[src/rtl/cpu_step_sequencer_pkg.sv]
// -----------------------------------------------------------------------------
// cpu_step_sequencer_pkg
// Definitions shared by the step sequencer and the control unit that sits
// after it.
//   step_t     : 2-bit step encoding T0..T3 (the value seen on the state port)
//   OPC_*      : 3-bit opcode constants
//   MAX_OPC    : highest legal opcode; anything above it is illegal
//   opc_legal  : helper that compares an opcode against a legality limit
// -----------------------------------------------------------------------------
package cpu_step_sequencer_pkg;

    typedef enum logic [1:0] {
        T0 = 2'b00,
        T1 = 2'b01,
        T2 = 2'b10,
        T3 = 2'b11
    } step_t;

    localparam logic [2:0] OPC_MV  = 3'b000;
    localparam logic [2:0] OPC_MVI = 3'b001;
    localparam logic [2:0] OPC_ADD = 3'b010;
    localparam logic [2:0] OPC_SUB = 3'b011;
    localparam logic [2:0] OPC_MVO = 3'b100;

    localparam logic [2:0] MAX_OPC = OPC_MVO;

    function automatic logic opc_legal(input logic [2:0] opc, input logic [2:0] max_opc);
        return (opc <= max_opc);
    endfunction

endpackage

[src/rtl/cpu_step_sequencer_sat_counter.sv]
// -----------------------------------------------------------------------------
// sat_counter
// Enable-driven up counter that stops at all-ones instead of wrapping.
//   clk      : system clock, rising edge
//   rst      : asynchronous active-high reset, clears the count to zero
//   en_i     : add one on this clock edge (ignored once saturated)
//   count_o  : current count, W bits
// -----------------------------------------------------------------------------
module sat_counter #(
    parameter int W = 16
) (
    input  logic         clk,
    input  logic         rst,
    input  logic         en_i,
    output logic [W-1:0] count_o
);

    logic [W-1:0] count_q;
    logic [W-1:0] count_d;

    always_comb begin
        count_d = count_q;
        if (en_i && (count_q != {W{1'b1}})) begin
            count_d = count_q + 1'b1;
        end
    end

    always_ff @(posedge clk or posedge rst) begin
        if (rst) begin
            count_q <= '0;
        end else begin
            count_q <= count_d;
        end
    end

    assign count_o = count_q;

endmodule

[src/rtl/cpu_step_sequencer.sv]
// -----------------------------------------------------------------------------
// cpu_step_sequencer
// Upstream stage of the processor control path. It owns the T0..T3 step
// counter and the instruction register, and it advances or retires the
// current instruction based on ir_en and done from the control unit. It also
// flags illegal opcodes and counts retired instructions.
//   clk         : system clock, rising edge
//   reset       : asynchronous active-high reset
//   run         : start request; only looked at in T0
//   din         : instruction word from the bus
//   ir_en       : IR load enable from the control unit; only looked at in T0
//   done        : the current instruction completes in this step
//   clear_err   : synchronous clear of the sticky illegal flag
//   state       : current step (00=T0 .. 11=T3)
//   ir          : registered instruction
//   busy        : high whenever state is not T0
//   retire      : one-cycle pulse in the first T0 after an instruction finishes
//   illegal     : sticky illegal-opcode flag
//   instr_count : saturating count of retired instructions
// -----------------------------------------------------------------------------
module cpu_step_sequencer
    import cpu_step_sequencer_pkg::*;
#(
    parameter int         IR_W    = 9,
    parameter int         CNT_W   = 16,
    parameter logic [2:0] MAX_OPC = cpu_step_sequencer_pkg::MAX_OPC
) (
    input  logic             clk,
    input  logic             reset,
    input  logic             run,
    input  logic [IR_W-1:0]  din,
    input  logic             ir_en,
    input  logic             done,
    input  logic             clear_err,
    output logic [1:0]       state,
    output logic [IR_W-1:0]  ir,
    output logic             busy,
    output logic             retire,
    output logic             illegal,
    output logic [CNT_W-1:0] instr_count
);

    step_t           state_q, state_d;
    logic [IR_W-1:0] ir_q, ir_d;
    logic            retire_q, retire_d;
    logic            illegal_q, illegal_d;
    logic            illegal_set;
    logic [2:0]      opcode;

    assign opcode = ir_q[IR_W-1 -: 3];

    always_comb begin
        state_d     = state_q;
        ir_d        = ir_q;
        retire_d    = 1'b0;
        illegal_set = 1'b0;
        case (state_q)
            T0: begin
                // done is meaningless here; only a run+ir_en pair starts work.
                if (run && ir_en) begin
                    ir_d    = din;
                    state_d = T1;
                end
            end
            T1: begin
                // An illegal opcode aborts before done is considered, so it
                // can never be mistaken for a retirement.
                if (!opc_legal(opcode, MAX_OPC)) begin
                    illegal_set = 1'b1;
                    state_d     = T0;
                end else if (done) begin
                    retire_d = 1'b1;
                    state_d  = T0;
                end else begin
                    state_d = T2;
                end
            end
            T2: begin
                if (done) begin
                    retire_d = 1'b1;
                    state_d  = T0;
                end else begin
                    state_d = T3;
                end
            end
            T3: begin
                retire_d = 1'b1;
                state_d  = T0;
            end
            default: begin
                state_d = T0;
            end
        endcase
        // A new detection takes priority over a simultaneous clear.
        illegal_d = illegal_set | (illegal_q & ~clear_err);
    end

    always_ff @(posedge clk or posedge reset) begin
        if (reset) begin
            state_q   <= T0;
            ir_q      <= '0;
            retire_q  <= 1'b0;
            illegal_q <= 1'b0;
        end else begin
            state_q   <= state_d;
            ir_q      <= ir_d;
            retire_q  <= retire_d;
            illegal_q <= illegal_d;
        end
    end

    // The counter advances on the same edge that raises retire, so the
    // count already includes the instruction while its pulse is visible.
    sat_counter #(
        .W (CNT_W)
    ) u_retire_cnt (
        .clk     (clk),
        .rst     (reset),
        .en_i    (retire_d),
        .count_o (instr_count)
    );

    assign state   = state_q;
    assign ir      = ir_q;
    assign busy    = (state_q != T0);
    assign retire  = retire_q;
    assign illegal = illegal_q;

endmodule

[config.mk]
export PLATFORM = sky130hd
export DESIGN_NAME = cpu_step_sequencer
export DESIGN_NICKNAME = d
export VERILOG_FILES = /design/src/rtl/cpu_step_sequencer_pkg.sv /design/src/rtl/cpu_step_sequencer_sat_counter.sv /design/src/rtl/cpu_step_sequencer.sv
export SDC_FILE = /design/constraint.sdc
export NUM_CORES = 1
export LEC_CHECK = 0
export ABC_AREA = 1
export CORE_UTILIZATION = 50
export CTS_CLUSTER_SIZE = 40
export DETAILED_ROUTE_END_ITERATION = 16
export GPL_ROUTABILITY_DRIVEN = 0
export GPL_TIMING_DRIVEN = 0
export MAX_ROUTING_LAYER = met4
export PLACE_DENSITY = 0.81
export SLEW_MARGIN = 10
export SYNTH_ARGS = -nofsm -noshare
export SYNTH_HDL_FRONTEND = slang
export SYNTH_SLANG_ARGS = --single-unit
export TNS_END_PERCENT = 50
[constraint.sdc]
create_clock -name clk -period 4.89 [get_ports clk]
set_clock_uncertainty 0.15 [all_clocks]
set_input_delay 0.489 -clock clk [delete_from_list [all_inputs] [get_ports clk]]
set_output_delay 0.489 -clock clk [all_outputs]
set_load 0.01 [all_outputs]
==> summary.md <==
| Metric | Value |
|---|---|
| CP max stage delay | `470 ps` |
| Initial Util | `0.535` |
| Hold buffers post-CTS | `0` |
| Reg2reg start | `u_retire_cnt.count_o[0]` |
| Syn Inst Count | `184` |
| Resized cells post-CTS | `0` |
| Post-DP HPWL | `roughly 2400 um` |
| Multi-input combinational cell area | `711 um2` |
| Final period util | `0.430` |
| ANT nets after route | `0` |
| Routed WL per cell | `12.3 um` |
| Final worst setup slack | `roughly 2800 ps` |
| Final Total Pwr | `0.726 mW` |
| #FFs+latches synth | `29` |
| Final setup fails | `0` |
| Via-to-Cell Ratio | `between 5 and 6` |
| Leak Pwr | `approximately 0.91 nW` |
| CTS max path bufs | `2` |
| Critical Path Sink Type | `primary output` |
| DRC | `5` |
| Core footprint | `2810 um2` |
| Part of the Yosys area used for sequential elements | `0.484` |
| Tot GR Track Use | `0.242` |
| GRT overflow | `0` |
| H-tree levels | `2` |
| Netlist cell types | `21` |
| Failing checks | `design-rule violations` |
| Final Hold Vio Count | `0` |
| Routed WL | `between 3000 and 4000 um` |
| Fraction of layout cells with a size suffix above 1 | `0.102` |
| Final nets | `251` |
| IO Port Bufs | `44` |
| HP Class | `flop to flop` |
| Rel. slew slack | `0.329` |
| CTS buffer count | `5` |
| Initial antenna violation count | `0` |
| Area Overhead vs Synth | `35.4%` |
| Critical Path RT | `between 4000 and 5000 ps` |
| Worst slew pin tran | `1000 ps` |
| Crit path DAT | `1460 ps` |
| CP max-delay cell | `clkdlybuf4s50_1` |
| Setup crit start | `state[1]` |
| Post-Syn Area | `about 1500 um2` |
| Min Clock Period, post-route | `2100 ps` |
| Max-Cap Viols | `0` |
| Inserted Diodes | `0` |
| Syn Nets | `200` |
| Crit-path cells | `nor2_1 > inv_1 > clkdlybuf4s50_1` |
| Synth area leader | `dfrtp_1` |
| Most common cell after layout, fill and taps aside | `nand2_1` |
| Final Util | `0.724` |
| Clk slew on worst S/H paths | `90 ps` |
| Unrepaired setup endpoints after global routing | `false` |
| Die Width | `56.8 um` |
| Total Neg Setup Slack | `0 ps` |
| Die height | `56.8 um` |
| Area after DPL | `1980 um2` |
| # IOs | `45` |
| Final instance area | `2030 um2` |
| Commonest cells after routing, fill and taps aside | `nand2_1 (80), clkdlybuf4s50_1 (44), dfrtp_1 (29)` |
| CTS Sinks | `29` |
| Outcome | `complete, but fails checks` |
| Sequential cell area | `about 730 um2` |
| Largest net degree at the start of global routing | `30` |
| Skew-Pair Late Insertion Delay | `around 330 ps` |
| Global-route wire length before repair | `5720 um` |
| Final std cells w/o fill | `267` |
| Max Freq | `around 480 MHz` |
| First drt pass iteration count | `10` |
| Syn Area/Cell | `~8.2 um2` |
| Maximum VDD drop | `0.000268 V` |
| Setup CP Type | `flop to primary output` |
| Die ar. | `3220 um2` |
| Post-CTS setup buffer count | `0` |
| Pins Over Slew Limit | `0` |
| Hold slack | `367 ps` |
| Row cnt | `19` |
| CTS tree | `yes` |
| Crit-path max FO | `6` |
| Hold Path Origin | `ir[4]` |
| Ys Warns | `0` |
| Cell area power density | `358 nW/um2` |
| Area contributors post-synth | `dfrtp_1 (48%), nand2_1 (20%), mux2_2 (6.8%)` |
| Startpoint types | `flop` |
| Root buffer cell | `clkbuf_4` |
| Pre-CTS setup slack | `2800 ps` |
| Synth top area share | `0.484` |
| Via count | `between 1000 and 1500` |
| Vias in the first global route | `1341` |
| DR iter-0 viols | `36` |
| Fillers | `222` |
| Placed cells | `~260` |
-- kinds of logic after synthesis --
family,Yosys count,synth area share
AND/OR/NAND/NOR,116,0.314
flip-flops,29,0.484
buffers and inverters,13,0.0425
AO/OA/AOI/OAI,9,0.0425
multiplexers,9,0.0676
XOR/XNOR,7,0.0409
adder cells (fa/ha/maj),1,0.00834
-- critical path, delay by kind of cell, from the launching register on --
kind          cells  cell delay (ps)
flops             1              440
buf+inv           2              530
simple gates      1              160
-- final cells by class --
class	instances	area share
multi-input cells	142	0.350
plain buffers	2	0.0111
inverters	11	0.0203
clock inverters	2	0.00493
flip-flops and latches	29	0.357
repair buffers	44	0.217
clock buffers	6	0.0203
well taps	31	0.0191
-- final timing paths --
| check | to | slack (ps) | depth (start not counted) |
|---|---|---|---|
| hold / removal | ir[4] | 370 | 1 |
| min in group asynchronous | u_retire_cnt.count_o[0] | 430 | 2 |
| setup reg to reg | u_retire_cnt.count_o[1] | 3030 | 9 |
| max in group asynchronous | u_retire_cnt.count_o[11] | 3700 | 2 |
| hold reg to reg | ir[4] | 370 | 1 |
| setup / recovery | busy | 2790 | 3 |
-- power breakdown --
part	switching (mW)	total, mW	internal [mW]
logic	0.112	0.253	0.142
clock network	0.0868	0.141	0.0547
registers	0.0462	0.331	0.285
total	0.245	0.726	0.482
-- cell usage after synthesis --
cell / n
ha_1: 1
mux2_2: 9
o21ai_1: 1
buf_6: 2
xor2_1: 3
o32ai_1: 1
xnor2_1: 4
nor2_2: 2
nor3_1: 1
nand4_1: 4
a21oi_2: 1
a21oi_1: 1
nand3b_1: 1
nor2_1: 17
dfrtp_1: 29
o21ai_0: 4
inv_1: 11
nand3_1: 9
nand2_2: 2
nand2_1: 80
o21ai_4: 1
-- state kept, by name, summed over array words and instances, names as in the netlist --
signal and cells:
illegal 1, ir 9, u_retire_cnt.count_o 16, retire 1, state 2
-- layer usage --
metal	GRT usage	share of wire
met5	-	0
met1	0.300	0.47
met2	0.369	0.46
met3	0.0553	0.053
met4	0.129	0.016
(Power assumes the default switching activity.)
